$ cat config.mk
export PLATFORM = sky130hd
export DESIGN_NAME = comm_master_nb
export DESIGN_NICKNAME = d
export VERILOG_FILES = /design/src/rtl/comm_master_nb.sv
export SDC_FILE = /design/constraint.sdc
export NUM_CORES = 1
export LEC_CHECK = 0
export CAP_MARGIN = 20
export CORE_MARGIN = 2
export CORE_UTILIZATION = 50
export CTS_CLUSTER_SIZE = 25
export DETAILED_ROUTE_END_ITERATION = 12
export PLACE_DENSITY = 0.84
export SYNTH_ARGS = -nofsm -noshare
export SYNTH_HDL_FRONTEND = slang
export SYNTH_SLANG_ARGS = --single-unit
$ cat constraint.sdc
create_clock -name clk -period 2.8 [get_ports clk]
set_input_delay 0.56 -clock clk [delete_from_list [all_inputs] [get_ports clk]]
set_output_delay 0.56 -clock clk [all_outputs]
set_load 0.005 [all_outputs]
$ cat src/rtl/comm_master_nb.sv
// rtl/comm_master_nb.sv - N-byte command transmitter over an 8N1 UART, MSB byte first
// Optional even-parity bit per byte when COMM_MASTER_PARITY_EN is defined (8E1 frame).
module comm_master_nb #(
    parameter int NUM_BYTES = 2,
    parameter int BAUD_DIV  = 2604
) (
    input  logic                             clk,
    input  logic                             rst_n,
    input  logic                             snd_cmd,
    input  logic [8*NUM_BYTES-1:0]           cmd,
    output logic                             TX,
    output logic                             busy,
    output logic                             cmd_cmplt,
    output logic [$clog2(NUM_BYTES+1)-1:0]   byte_idx
);

    localparam int DW = 8 * NUM_BYTES;
    localparam int CW = $clog2(BAUD_DIV);
    localparam int BW = $clog2(NUM_BYTES + 1);

    localparam logic [CW-1:0] BAUD_LAST = CW'(BAUD_DIV - 1);
    localparam logic [BW-1:0] BYTE_LAST = BW'(NUM_BYTES - 1);

    typedef enum logic [2:0] {
        S_IDLE,
        S_START,
        S_DATA,
`ifdef COMM_MASTER_PARITY_EN
        S_PARITY,
`endif
        S_STOP
    } state_t;

    state_t          state_q, state_d;
    logic [CW-1:0]   baud_q, baud_d;
    logic [2:0]      bit_q, bit_d;
    logic [BW-1:0]   byte_q, byte_d;
    logic [DW-1:0]   shift_q, shift_d;
    logic            tx_q, tx_d;
    logic            busy_q, busy_d;
    logic            cmplt_q, cmplt_d;

    logic [7:0]      cur_byte;
    logic            baud_wrap;

    // The byte on the wire is always the top byte of the shift buffer;
    // the buffer moves up one byte only when a stop bit ends.
    assign cur_byte  = shift_q[DW-1 -: 8];
    assign baud_wrap = (baud_q == BAUD_LAST);

    // Next-state logic: TX is decided one cycle ahead so the line is a clean flop output.
    always_comb begin
        state_d = state_q;
        baud_d  = (state_q == S_IDLE || baud_wrap) ? '0 : baud_q + 1'b1;
        bit_d   = bit_q;
        byte_d  = byte_q;
        shift_d = shift_q;
        tx_d    = tx_q;
        busy_d  = busy_q;
        cmplt_d = cmplt_q;

        case (state_q)
            S_IDLE: begin
                if (snd_cmd && !busy_q) begin
                    shift_d = cmd;
                    state_d = S_START;
                    tx_d    = 1'b0;
                    busy_d  = 1'b1;
                    cmplt_d = 1'b0;
                    byte_d  = '0;
                    bit_d   = '0;
                    baud_d  = '0;
                end
            end
            S_START: begin
                if (baud_wrap) begin
                    state_d = S_DATA;
                    bit_d   = '0;
                    tx_d    = cur_byte[0];
                end
            end
            S_DATA: begin
                if (baud_wrap) begin
                    if (bit_q == 3'd7) begin
`ifdef COMM_MASTER_PARITY_EN
                        state_d = S_PARITY;
                        tx_d    = ^cur_byte;
`else
                        state_d = S_STOP;
                        tx_d    = 1'b1;
`endif
                    end else begin
                        bit_d = bit_q + 3'd1;
                        tx_d  = cur_byte[bit_q + 3'd1];
                    end
                end
            end
`ifdef COMM_MASTER_PARITY_EN
            S_PARITY: begin
                if (baud_wrap) begin
                    state_d = S_STOP;
                    tx_d    = 1'b1;
                end
            end
`endif
            S_STOP: begin
                if (baud_wrap) begin
                    byte_d = byte_q + 1'b1;
                    if (byte_q == BYTE_LAST) begin
                        // Last byte done: back to the waiting state with the sticky flag set.
                        state_d = S_IDLE;
                        tx_d    = 1'b1;
                        busy_d  = 1'b0;
                        cmplt_d = 1'b1;
                    end else begin
                        // Next byte starts immediately, no idle gap on the line.
                        state_d = S_START;
                        tx_d    = 1'b0;
                        shift_d = shift_q << 8;
                    end
                end
            end
            default: begin
                state_d = S_IDLE;
                tx_d    = 1'b1;
                busy_d  = 1'b0;
            end
        endcase
    end

    // State and output registers; reset takes TX high immediately and drops the command.
    always_ff @(posedge clk or negedge rst_n) begin
        if (!rst_n) begin
            state_q <= S_IDLE;
            baud_q  <= '0;
            bit_q   <= '0;
            byte_q  <= '0;
            shift_q <= '0;
            tx_q    <= 1'b1;
            busy_q  <= 1'b0;
            cmplt_q <= 1'b0;
        end else begin
            state_q <= state_d;
            baud_q  <= baud_d;
            bit_q   <= bit_d;
            byte_q  <= byte_d;
            shift_q <= shift_d;
            tx_q    <= tx_d;
            busy_q  <= busy_d;
            cmplt_q <= cmplt_d;
        end
    end

    assign TX        = tx_q;
    assign busy      = busy_q;
    assign cmd_cmplt = cmplt_q;
    assign byte_idx  = byte_q;

endmodule

==> impl_metrics.ini <==
[yosys]
synthCells = 180
yosysSeqAreaShare_pct = 44.9
post_synth.cell_area_avg_um2 = 11.8
synth_warnings = 0
synthesis.area_mm2 = 0.00212
synth.net_count = 208
synthArstFlopShare_pct = 100
netlist.area_leader.share_pct = 43.7
synthDistinctLibCells = 55
synthDominantAreaCellType = sky130_fd_sc_hd__dfrtp_1
synthFlopType = sky130_fd_sc_hd__dfrtp_1
synth_top_cells_by_area = sky130_fd_sc_hd__dfrtp_1, sky130_fd_sc_hd__mux2_2, sky130_fd_sc_hd__ha_1
synth.ff_latch_count = 38
synth_enable_flop_cells = 0

[timing]
final_number_of_max_transition_violations = 0
fmaxAchievable_ghz = 0.454
worst_pin_slew_ns = 0.850
endpoints_failing_hold = 0
finalSetupTns_ns = 0
min_period_ns = 2.20
finClkSkew_ns = 0.00868
final.period_utilization_pct = 78.7
grt_setup_unrepaired = false
slew_headroom_pct = 43.3
setup_viol = 0

[grt]
global_route.usage.total_pct = 18.9
grt_antenna_before_repair = 0
grt_start_max_net_pins = 39
grt_overflow = 0
via_count_of_the_first_global_routing_pass = 1525
grt_pass1_wl_mm = 7.09

[worst_setup_path]
crit_fanout = 16
cp_data_required_time_ns = 2.98
worst_ep_arrival_time_ns = 2.38
endpoint_kind = flop
critical_path_class = flop to flop
regToRegSetupSlack_ns = 0.60
start_kind = flop

[route]
wl_met2_mm = 2.10
num_vias = 1498
top_layer_used = met4
detailed_route_wirelength_on_metal3_um = 160
routed_via_density = 5.87
met1_length_mm = 1.78
drtPass1Iterations = 4
wl_per_cell_um = 16.2
drc = 0
drtIter0Drc = 111
route.final.wire_length_mm = 4.13
ant_nets = 0

[pwr]
p_leak_nw = 1.06
power.total_mw = 1.09
power_switching_mw = 0.230
share_clk_of_total_power_pct = 42.7
power_share_of_the_combinational_group_pct = 5.4
largest_vdd_supply_drop_v = 0.000248
power_switching_share_pct = 21.0
power.internal_mw = 0.864
power.density_mw_per_mm2 = 441
power_frac_seq_pct = 51.8

[finish]
insertedDiodeCount = 0
n_fill_cell = 334
drive_above_1_share_pct = 21.5
area_of_combinational_cells_with_multiple_inputs_mm2 = 0.00109
final_net_count = 232
layout.cells.most_common = sky130_fd_sc_hd__dfrtp_1
most_frequent_cells_in_the_layout = sky130_fd_sc_hd__dfrtp_1, sky130_fd_sc_hd__clkdlybuf4s50_1, sky130_fd_sc_hd__mux2_2
syn2layout_area_growth_pct = 17.1
ff_latch_area_um2 = 952

[place]
portBuffers = 23
globalplace.congestion = 0.855
detailedPlacementHpwl_mm = 2.92

[clocking]
clock_tree.htree_level_count = 2
clk_latency_ns = 0.30
postCtsSetupRepairBufs = 0
tritoncts.num_buffers = 5
clkSlewWorstSetupHoldPaths_ns = 0.08
post_cts_resized = 0
cts_sinks = 38
clk_root_buffer_cell = sky130_fd_sc_hd__clkbuf_8
max-clock-path-buffers = 2
cts_tree = yes
cts_hold_repair.buffers = 0

[floorplanning]
floorplan.rows = 23
fp.coreArea_mm2 = 0.00403
floorplan.die.height_um = 69.1
die-area_mm2 = 0.00477
die-width_um = 69.1
num_io_pins = 24
effective_utilization_at_floorplan_pct = 52.6

[status]
status = complete, no violations

[flow_run]
drv.max_cap_violation_count = 0

[min_path]
timing.hold.worst.class = primary input to async pin
==> stage by stage <==
step	cell area, um2	hold WS, ns	setup WS (ns)	cells	util [%]
after global placement	2370	0.458	0.395	247	58.7
final	2480	0.372	0.596	255	61.6
after CTS	2480	0.390	0.616	255	61.6
after floorplan	2120	0.264	0.884	180	-
after detailed placement	2370	0.457	0.331	247	58.7
after global routing	2480	0.430	0.463	255	61.6
==> worst max-delay path, stage by stage, from the launching register on <==
cell and delay (ns):
sky130_fd_sc_hd__dfrtp_1 0.39, sky130_fd_sc_hd__ha_1 0.62, sky130_fd_sc_hd__inv_1 0.19, sky130_fd_sc_hd__nor2_1 0.26, sky130_fd_sc_hd__a31oi_4 0.26, sky130_fd_sc_hd__mux2_4 0.36
==> cells by family (layout without fill, tap and decap cells) <==
family / count (synthesis) / in the layout / share of synthesized area (%)
buf+inv: 15 / 40 / 3.66
compound gates: 31 / 31 / 13.1
simple gates: 56 / 56 / 16.4
mux: 21 / 21 / 12.5
xor+xnor: 10 / 10 / 4.13
fa+ha+maj: 9 / 9 / 5.32
flops: 38 / 38 / 45.0
==> worst paths after layout <==
kind / startpoint / end / cells after the start
max: state_q[1] / shift_q[15] / 5
min: rst_n / baud_q[9] / 1
max reg2reg: state_q[1] / shift_q[15] / 5
min reg2reg: TX / TX / 2
max in group asynchronous: rst_n / shift_q[15] / 1
min in group clk: TX / TX / 2
==> layer usage <==
metal	track usage, %	up-vias
met5	0	-
met1	23.6	747
met3	4.68	8
met2	31.0	30
li1	-	713
met4	8.50	0
==> state kept, by name (all words and copies together) (netlist names) <==
name / count
baud_q: 12
shift_q: 16
TX: 1
cmd_cmplt: 1
busy: 1
byte_idx: 2
bit_q: 3
state_q: 2
==> power groups by stage <==
stage	combinational, mW	clock [mW]	sequential [mW]
after global placement	0.0597	0	0.577
after CTS	0.0610	0.482	0.567
after floorplan	0.0222	0	0.575
final	0.0596	0.467	0.567
after global routing	0.0658	0.506	0.568
after detailed placement	0.0606	0	0.578
==> final cells by class <==
class / count / area share (%)
Clock buffer: 5 / 2.77
Clock inverter: 3 / 1.82
Inverter: 8 / 1.21
Multi-Input combinational cell: 127 / 43.9
Sequential cell: 38 / 38.4
Tap cell: 50 / 2.52
Timing Repair Buffer: 24 / 9.38
==> synthesized netlist by cell type (all sizes together) (3+ instances only) <==
cell	count
dfrtp	37
nor3	6
xor2	8
nand2	5
nor2	15
and3	5
ha	9
nand3b	3
a22o	8
nand3	6
buf	6
mux2	18
inv	8
o21ai	3
a31oi	3
Power figures use the tool's default switching activity.
